--- src/rtl/fetch_pkg.sv ---
// Shared types and constants for the instruction-fetch slice.
// Latency: n/a (declarations only).
// Backpressure: n/a.
//
// Contents: datapath width, NOP encoding, HALT opcode, fetch FSM state
// encoding and a saturating increment helper for the optional perf counters.
package fetch_pkg;

    localparam int          DATA_W      = 16;
    localparam logic [15:0] NOP_INSTR   = 16'h0000;
    localparam logic [3:0]  HALT_OPCODE = 4'hF;

    typedef enum logic {
        RUN  = 1'b0,
        HALT = 1'b1
    } fetch_state_e;

    // Counter increment that sticks at all-ones instead of wrapping.
    function automatic logic [15:0] sat_inc(input logic [15:0] v);
        return (v == 16'hFFFF) ? v : v + 16'd1;
    endfunction

endpackage

--- src/rtl/if_fetch_unit_if.sv ---
// Bundle of fetch-stage control inputs, memory interface and IF/ID outputs.
// Latency: n/a (wiring only).
// Backpressure: stall is carried here; the fetch unit holds state while it is high.
//
// Modports:
//   slave  - the fetch unit (consumes stall/redirect/instr_in, drives pc_out and IF/ID)
//   master - the surrounding pipeline (hazard unit, ID stage, instruction memory)
interface if_fetch_unit_if;
    import fetch_pkg::*;

    logic              stall;
    logic              br_taken;
    logic [DATA_W-1:0] br_base;
    logic [7:0]        br_offset;
    logic              jmp;
    logic [DATA_W-1:0] jmp_target;
    logic [DATA_W-1:0] instr_in;
    logic [DATA_W-1:0] pc_out;
    logic [DATA_W-1:0] ifid_instr;
    logic [DATA_W-1:0] ifid_pc_plus1;
    logic              ifid_valid;
    logic              halted;

    modport slave (
        input  stall, br_taken, br_base, br_offset, jmp, jmp_target, instr_in,
        output pc_out, ifid_instr, ifid_pc_plus1, ifid_valid, halted
    );

    modport master (
        output stall, br_taken, br_base, br_offset, jmp, jmp_target, instr_in,
        input  pc_out, ifid_instr, ifid_pc_plus1, ifid_valid, halted
    );

endinterface

--- src/rtl/ifid_reg.sv ---
// IF/ID pipeline register: captures instruction, its PC+1 and a valid bit.
// Latency: 1 cycle from load to outputs.
// Backpressure: holds contents when neither load nor flush is asserted.
//
// Ports: clk, rst (async active-high), load, flush (flush wins over load),
// instr_d/pc_plus1_d capture data, instr_q/pc_plus1_q/valid_q registered outputs.
module ifid_reg
    import fetch_pkg::*;
#(
    parameter int W = DATA_W
) (
    input  logic         clk,
    input  logic         rst,
    input  logic         load,
    input  logic         flush,
    input  logic [W-1:0] instr_d,
    input  logic [W-1:0] pc_plus1_d,
    output logic [W-1:0] instr_q,
    output logic [W-1:0] pc_plus1_q,
    output logic         valid_q
);

    always_ff @(posedge clk or posedge rst) begin
        if (rst) begin
            instr_q    <= NOP_INSTR;
            pc_plus1_q <= '0;
            valid_q    <= 1'b0;
        end else if (flush) begin
            // A bubble is a NOP with zero PC+1 so downstream never sees stale data.
            instr_q    <= NOP_INSTR;
            pc_plus1_q <= '0;
            valid_q    <= 1'b0;
        end else if (load) begin
            instr_q    <= instr_d;
            pc_plus1_q <= pc_plus1_d;
            valid_q    <= 1'b1;
        end
    end

endmodule

--- src/rtl/if_fetch_unit.sv ---
// Instruction-fetch stage: owns the PC, drives InstructionMem, fills IF/ID.
// Latency: instr at pc_out lands in IF/ID on the next edge; redirect target on pc_out one edge after jmp/br_taken.
// Backpressure: stall freezes PC, IF/ID and FSM unless a redirect arrives on the same edge.
//
// Ports: clk, rst (async active-high), bus (if_fetch_unit_if.slave).
// Optional build macro FETCH_PERF_CNT_EN adds perf_fetch_cnt / perf_stall_cnt /
// perf_flush_cnt (16-bit saturating counts of captures, stall edges, redirect edges).
// Edge priority: jmp > br_taken > stall > HALT hold > normal fetch.
module if_fetch_unit #(
    parameter int          DATA_W      = fetch_pkg::DATA_W,
    parameter logic [DATA_W-1:0] RESET_PC = '0,
    parameter logic [3:0]  HALT_OPCODE = fetch_pkg::HALT_OPCODE
) (
    input  logic clk,
    input  logic rst,
    if_fetch_unit_if.slave bus
`ifdef FETCH_PERF_CNT_EN
    ,
    output logic [15:0] perf_fetch_cnt,
    output logic [15:0] perf_stall_cnt,
    output logic [15:0] perf_flush_cnt
`endif
);

    fetch_pkg::fetch_state_e state;

    logic [DATA_W-1:0] pc;
    logic [DATA_W-1:0] pc_plus1;
    logic [DATA_W-1:0] br_target;
    logic              redirect;
    logic              normal;
    logic              ifid_flush;

    assign pc_plus1  = pc + DATA_W'(1);
    // Offset is a signed word count; 16-bit add wraps silently in both directions.
    assign br_target = bus.br_base + {{(DATA_W-8){bus.br_offset[7]}}, bus.br_offset};

    assign redirect   = bus.jmp | bus.br_taken;
    assign normal     = !redirect && !bus.stall && (state == fetch_pkg::RUN);
    // In HALT the first unstalled edge drops a bubble; repeating the flush keeps it there.
    assign ifid_flush = redirect || (!bus.stall && (state == fetch_pkg::HALT));

    always_ff @(posedge clk or posedge rst) begin
        if (rst) begin
            pc    <= RESET_PC;
            state <= fetch_pkg::RUN;
        end else if (bus.jmp) begin
            pc    <= bus.jmp_target;
            state <= fetch_pkg::RUN;
        end else if (bus.br_taken) begin
            pc    <= br_target;
            state <= fetch_pkg::RUN;
        end else if (normal) begin
            pc <= pc_plus1;
            // The HALT instruction itself is still captured as valid this edge.
            if (bus.instr_in[DATA_W-1 -: 4] == HALT_OPCODE) begin
                state <= fetch_pkg::HALT;
            end
        end
    end

    assign bus.pc_out = pc;
    assign bus.halted = (state == fetch_pkg::HALT);

    ifid_reg #(
        .W (DATA_W)
    ) u_ifid (
        .clk        (clk),
        .rst        (rst),
        .load       (normal),
        .flush      (ifid_flush),
        .instr_d    (bus.instr_in),
        .pc_plus1_d (pc_plus1),
        .instr_q    (bus.ifid_instr),
        .pc_plus1_q (bus.ifid_pc_plus1),
        .valid_q    (bus.ifid_valid)
    );

`ifdef FETCH_PERF_CNT_EN
    always_ff @(posedge clk or posedge rst) begin
        if (rst) begin
            perf_fetch_cnt <= '0;
            perf_stall_cnt <= '0;
            perf_flush_cnt <= '0;
        end else begin
            if (normal)
                perf_fetch_cnt <= fetch_pkg::sat_inc(perf_fetch_cnt);
            // A stall that coincides with a redirect is overridden, so it is not counted.
            if (bus.stall && !redirect)
                perf_stall_cnt <= fetch_pkg::sat_inc(perf_stall_cnt);
            if (redirect)
                perf_flush_cnt <= fetch_pkg::sat_inc(perf_flush_cnt);
        end
    end
`endif

endmodule

--- src/flat_wrapper.sv ---
// flat-port wrapper written by rule: the top's interface ports become plain ports
module if_fetch_unit_flat 
#(
    parameter int          DATA_W      = fetch_pkg::DATA_W,
    parameter logic [DATA_W-1:0] RESET_PC = '0,
    parameter logic [3:0]  HALT_OPCODE = fetch_pkg::HALT_OPCODE
)
  (clk, rst, bus_stall, bus_br_taken, bus_br_base, bus_br_offset, bus_jmp, bus_jmp_target, bus_instr_in, bus_pc_out, bus_ifid_instr, bus_ifid_pc_plus1, bus_ifid_valid, bus_halted);
  if_fetch_unit_if bus_i ();
  input  logic clk;
  input  logic rst;
  input wire logic [$bits(bus_i.stall)-1:0] bus_stall;
  input wire logic [$bits(bus_i.br_taken)-1:0] bus_br_taken;
  input wire logic [$bits(bus_i.br_base)-1:0] bus_br_base;
  input wire logic [$bits(bus_i.br_offset)-1:0] bus_br_offset;
  input wire logic [$bits(bus_i.jmp)-1:0] bus_jmp;
  input wire logic [$bits(bus_i.jmp_target)-1:0] bus_jmp_target;
  input wire logic [$bits(bus_i.instr_in)-1:0] bus_instr_in;
  output wire logic [$bits(bus_i.pc_out)-1:0] bus_pc_out;
  output wire logic [$bits(bus_i.ifid_instr)-1:0] bus_ifid_instr;
  output wire logic [$bits(bus_i.ifid_pc_plus1)-1:0] bus_ifid_pc_plus1;
  output wire logic [$bits(bus_i.ifid_valid)-1:0] bus_ifid_valid;
  output wire logic [$bits(bus_i.halted)-1:0] bus_halted;
  assign bus_i.stall = bus_stall;
  assign bus_i.br_taken = bus_br_taken;
  assign bus_i.br_base = bus_br_base;
  assign bus_i.br_offset = bus_br_offset;
  assign bus_i.jmp = bus_jmp;
  assign bus_i.jmp_target = bus_jmp_target;
  assign bus_i.instr_in = bus_instr_in;
  assign bus_pc_out = bus_i.pc_out;
  assign bus_ifid_instr = bus_i.ifid_instr;
  assign bus_ifid_pc_plus1 = bus_i.ifid_pc_plus1;
  assign bus_ifid_valid = bus_i.ifid_valid;
  assign bus_halted = bus_i.halted;
  if_fetch_unit #(.DATA_W(DATA_W), .RESET_PC(RESET_PC), .HALT_OPCODE(HALT_OPCODE)) u_core (.clk(clk), .rst(rst), .bus(bus_i));
endmodule
--- config.mk ---
export PLATFORM = sky130hd
export DESIGN_NAME = if_fetch_unit_flat
export DESIGN_NICKNAME = d
export VERILOG_FILES = /design/src/rtl/fetch_pkg.sv /design/src/rtl/if_fetch_unit_if.sv /design/src/rtl/ifid_reg.sv /design/src/rtl/if_fetch_unit.sv /design/src/flat_wrapper.sv
export SDC_FILE = /design/constraint.sdc
export NUM_CORES = 1
export LEC_CHECK = 0
export BUFFER_PORTS_ARGS = -buffer_cell sky130_fd_sc_hd__buf_2
export CORE_ASPECT_RATIO = 0.75
export CORE_UTILIZATION = 47
export CTS_CLUSTER_SIZE = 8
export DETAILED_ROUTE_END_ITERATION = 8
export PLACE_DENSITY_LB_ADDON = 0.08
export SLEW_MARGIN = 10
export SYNTH_ARGS = -nofsm -noshare
export SYNTH_HDL_FRONTEND = slang
export SYNTH_HIERARCHICAL = 1
export SYNTH_SLANG_ARGS = --single-unit
--- constraint.sdc ---
create_clock -name clk -period 1.9 [get_ports clk]
set_input_delay 0.285 -clock clk [delete_from_list [all_inputs] [get_ports clk]]
set_output_delay 0.285 -clock clk [all_outputs]
set_load 0.005 [all_outputs]
# After elaboration in Yosys (flattened, before gate mapping)

Index checks and enable logic that the tools add are counted.

Flip-flop bits (word level): 50
Input port bits: 61
Output and inout port bits: 50
Logic and storage cells: 32

Add/subtract/negate cells: 2
Equality and inequality tests: 1
Muxes and demuxes: 12
Bitwise logic cells: 2
Reductions and logical operators: 10

Operators with widths:

| cell                                           | count |
|---|---|
| 2-to-1 mux 16 bit                              | 6 |
| adder 16 x 1 -> 16 bit (second input constant) | 1 |
| adder 16 bit                                   | 1 |
| 2-to-1 mux 1 bit                               | 6 |
| nonzero test 3 bit                             | 2 |
| equality test 4 bit (second input constant)    | 1 |
| logical AND 1 bit                              | 3 |
| logical NOT 1 bit                              | 2 |
| AND reduction 2 bit                            | 1 |
| nonzero test 2 bit                             | 1 |
| logical OR 1 bit                               | 1 |
| NOT 1 bit                                      | 1 |
| OR 1 bit                                       | 1 |

# Logic depth before layout (Yosys ltp)

Word-level depth: 7
Mapped depth: 8
Gate-level depth less buffers: 8

# Modules after synthesis

Netlist, hierarchy kept.

By module, submodules not included:

| module        | instances | cells an instance | area each (um2) | sequential area each (um2) |
|---|---|---|---|---|
| if_fetch_unit | 1         | 266               | 2064.5          | 425.4 |
| ifid_reg      | 1         | 108               | 1367.6          | 825.8 |

# Worst setup path after synthesis

Ideal clock, no wire load.

Path kind: in2reg
Start point: input port bus_br_base[0]
End point: register u_core.pc[12] (netlist: u_core/bus.pc_out[12])
Library setup time: 69 ps
Arrival: 1913 ps
Required time: 1831 ps
Setup slack: -82 ps
Cell stages on the path: 8
Path buffers: 0
Cell sequence: ha_1 -> fa_1 -> a21o_1 -> a31oi_1 -> nor2_1 -> a21oi_1 -> mux2_2 -> nand3_1

Longest elaborated chain between the ends: 3

Ends and longest elaborated chain:

| what                 | line                | text |
|---|---|---|
| from (decl)          | flat_wrapper.sv:14  | `input wire logic [$bits(bus_i.br_base)-1:0] bus_br_base;` |
| adder 16 bit         | if_fetch_unit.sv:36 | `assign br_target = bus.br_base + {{(DATA_W-8){bus.br_offset[7]}}, bus.br_offset};` |
| 2-to-1 mux 16 bit    | if_fetch_unit.sv:50 | `end else if (bus.br_taken) begin` |
| 2-to-1 mux 16 bit    | if_fetch_unit.sv:47 | `end else if (bus.jmp) begin` |
| to (signal assigned) | if_fetch_unit.sv:48 | `pc <= bus.jmp_target;` |
| to (signal assigned) | if_fetch_unit.sv:51 | `pc <= br_target;` |
| to (signal assigned) | if_fetch_unit.sv:54 | `pc <= pc_plus1;` |
| to (decl)            | if_fetch_unit.sv:27 | `logic [DATA_W-1:0] pc;` |

No other way between the ends.
A chain may end at the register's enable or synchronous reset.

# Final worst setup path

Start point: input port bus_br_offset[7]
End point: register u_core.pc[15] (netlist: u_core/bus.pc_out[15])

Longest elaborated chain between the ends: 3

Ends and longest elaborated chain:

| what              | line                | text |
|---|---|---|
| from (decl)       | flat_wrapper.sv:15  | `input wire logic [$bits(bus_i.br_offset)-1:0] bus_br_offset;` |
| adder 16 bit      | if_fetch_unit.sv:36 |  |
| 2-to-1 mux 16 bit | if_fetch_unit.sv:50 |  |
| 2-to-1 mux 16 bit | if_fetch_unit.sv:47 |  |

No other way between the ends.

==> summary.md <==
| Metric | Value |
|---|---|
| Routed WL per cell | ~14 um |
| PwrDens | around 600 nW/um^2 |
| Maximum Capacitance Violations | 0 |
| Antenna cells | 0 |
| Final hold vios | 0 |
| Critical path required time | between 2000 and 2500 ps |
| Row cnt | 26 |
| Final Worst Setup Slack | ~76 ps |
| Die Area | around 7700 um^2 |
| Drt initial violations | about 160 |
| Power Internal | about 1.9 mW |
| DR vias | between 3000 and 4000 |
| CP startpoint kind | input pin |
| Primary FF master, synth | dfrtp_1 |
| Setup TNS | 0 ps |
| Power share of the combinational group | between 30% and 40% |
| Core Region | slightly below 7000 um^2 |
| Netlist Area Pre-Place | 3430 um^2 |
| P_leak | between 2 and 2.5 nW |
| Final setup violation count | 0 |
| Share of cells above drive strength 1 | between 30% and 40% |
| CP delay by family, top | compound AO/OA/AOI/OAI gates |
| Die Wd | ~100 um |
| Status | completed |
| Nets@finish | slightly above 600 |
| Worst reg2reg path depth | 8 |
| Net load switching power | approximately 0.89 mW |
| Ranking of synthesized cells by area | dfrtp_1 (36%), mux2i_1 (9.9%), xnor2_1 (6.6%) |
| IO buf count | 110 |
| CP max-delay cell | ha_1 |
| DRC | 0 |
| GR Overflow Total | 0 |
| TritonCTS clock tree | yes |
| Final hold slack | about 55 ps |
| F_max | ~550 MHz |
| Routed WL | 8810 um |
| Average size of a mapped cell | between 9 and 10 um^2 |
| Global Route Usage Sum | 23.4% |
| Yosys top cell by area | dfrtp_1 |
| Final HPWL DP | approximately 7000 um |
| Gpl congestion | a little over 0.9 |
| Number of global-route vias before repair | roughly 3000 |
| Initial antenna violation count | 0 |
| Synth warnings | 6 |
| Max incr delay on CP | around 360 ps |
| Final Max Tran Viols | 0 |
| Worst setup EP type | flop |
| Worst Path Buf+Inv | 1 |
| CP max FO | 7 |
| Data arrival, critical path | about 2000 ps |
| Seq pwr share | 43.0% |
| ANT nets after route | 0 |
| Synthesis-stage register bit count | 50 |
| Type of the worst setup path | input pin to flop |
| Die height | roughly 76 um |
| Fin crit share | between 90% and 100% |
| Clock share of power | between 20% and 30% |
| Peak VDD IR | roughly 330 uV |
| Mapped Cells | around 370 |
| CP Depth | 8 |
| Bufs on Longest Clock Path | 2 |
| R2R Setup Slk | approximately 100 ps |
| Clock slew at reported path FFs | about 90 ps |
| Number of H-tree levels | 2 |
| Largest net degree at the start of global routing | 34 |
| Clock Skews | about 3 ps |
| Min Tclk post-route | about 1800 ps |
| Seq/Total Area, Yosys | 36.5% |
| First-pass GRT wire length | approximately 14000 um |
| Post-CTS Hold Buffers | 0 |
| Synth cell types | 50 |
| Max-Slew Margin vs Limit | between 50% and 60% |
| Post-Route Utilization | between 60% and 70% |
| Design area | around 4600 um^2 |
| I/O pin cnt | around 110 |
| Worst Hold Class | input pin to async pin |
| Sw frac | between 30% and 40% |
| CP cell instances | buf_2, ha_1, a21oi_1, o21ai_1, a221o_1, a31oi_1, xnor2_1, a22oi_2 |
| Post-synth EDFFs | 0 |
| Root buffer cell | clkbuf_8 |
| Mapped Nets | 452 |
| Synth top area share | ~36% |
| Drt via density | approximately 5.2 |
| Worst-Skew Late Latency | between 300 and 400 ps |
| Dpl ws | -303 ps |
| Synthesis-to-layout area growth | 32.8% |
| Post-DP Area | approximately 4400 um^2 |
| Clock sink count | 50 |
| Post-synth ARST share | 100% |
| Drt first pass iters | 4 |
| CTS Buf Count | 5 |
| Worst slew pin tran | 696 ps |
| Initial Utilization | 49.5% |
## stage by stage
| stage | instances | power [mW] |
|---|---|---|
| 4_1_cts | 627 | 2.77 |
| 3_5_place_dp | 619 | 2.08 |
| 2_1_floorplan | 374 | 1.71 |
| 5_1_grt | 627 | 2.92 |
| 6_report | 627 | 2.75 |
| 3_3_place_gp | 619 | 2.07 |
## layout by cell type, fill, tap and decap left out, types with 4 or more instances in the layout
cell type / netlist / layout
o21ai_0: 14 / 13
xnor2_1: 26 / 26
clkbuf_8: 0 / 6
inv_1: 11 / 11
nand3_1: 17 / 17
o22ai_1: 4 / 4
nor2_1: 57 / 54
xor2_1: 10 / 10
a21o_1: 5 / 5
mux2i_1: 34 / 34
buf_4: 0 / 57
a211oi_1: 4 / 4
nand2_1: 31 / 30
dfrtp_1: 50 / 50
buf_2: 7 / 110
a21oi_1: 24 / 24
ha_1: 16 / 14
nand4_1: 4 / 4
## sequential cells by signal (all words and copies together) (netlist names)
| signal | cells |
|---|---|
| u_core/u_ifid/instr_q | 16 |
| u_core/bus.halted | 1 |
| u_core/u_ifid/pc_plus1_q | 16 |
| u_core/bus.pc_out | 16 |
| u_core/u_ifid/valid_q | 1 |
## routing by layer
layer,track usage [%],vias to the layer above,wire [um]
met5,0,-,0
met4,5.36,0,92
met3,3.67,10,531
met2,34.2,99,3880
met1,36.1,1535,4300
li1,-,1620,-
## timing repair
item                       4_1_cts  5_1_grt
resized for setup                0        9
setup endpoints to repair        0        7
setup buffers                    0        0
## tightest hold or removal path: stages
cell	delay [ps]
buf_2	100
inv_1	40
buf_4	360
## power groups by stage
stage                     Sequential, mW  Combinational, mW  Clock (mW)
after global placement              1.20              0.872           0
after CTS                           1.18              0.887       0.703
final                               1.18              0.901       0.670
after global routing                1.19              0.993       0.740
after detailed placement            1.20              0.882           0
after floorplan                     1.20              0.510           0
## synthesized netlist by cell type (all sizes together), types with 8 or more instances
cell    number
nor2        57
nand2       31
clkbuf       8
a21oi       24
mux2i       34
xor2        10
ha          16
xnor2       26
nand3       17
o21ai       15
buf         13
dfrtp       50
inv         11
## cell type report
type / count / area [um^2]
Clock buffer: 6 / 82.6
Clock inverter: 2 / 16.3
Fill cell: 593 / 2370
Inverter: 12 / 45.0
Multi-Input combinational cell: 291 / 2040
Sequential cell: 50 / 1250
Tap cell: 98 / 123
Timing Repair Buffer: 168 / 998
## logic make-up after synthesis
| family | after synthesis | synth area share (%) |
|---|---|---|
| and+or+nand+nor | 133 | 18.4 |
| AOI/OAI and AO/OA | 68 | 12.7 |
| DFF | 50 | 36.5 |
| muxes | 37 | 10.9 |
| xor gates and xnor gates | 36 | 9.19 |
| buffers and inverters | 33 | 5.94 |
| adders and majority gates | 17 | 6.42 |
## worst paths after layout
kind / startpoint / to
max reg2reg: u_core/bus.pc_out[1]$_DFFE_PP0P_ / u_core/bus.pc_out[8]$_DFFE_PP0P_
max: bus_br_offset[7] / u_core/bus.pc_out[15]$_DFFE_PP0P_
min: rst / u_core/u_ifid/pc_plus1_q[10]$_DFFE_PP0P_
min in group clk: bus_jmp_target[0] / u_core/bus.pc_out[0]$_DFFE_PP0P_
max in group asynchronous: rst / u_core/bus.pc_out[10]$_DFFE_PP0P_
min reg2reg: u_core/u_ifid/valid_q$_DFFE_PP0P_ / u_core/u_ifid/valid_q$_DFFE_PP0P_
(Power assumes the default switching activity.)
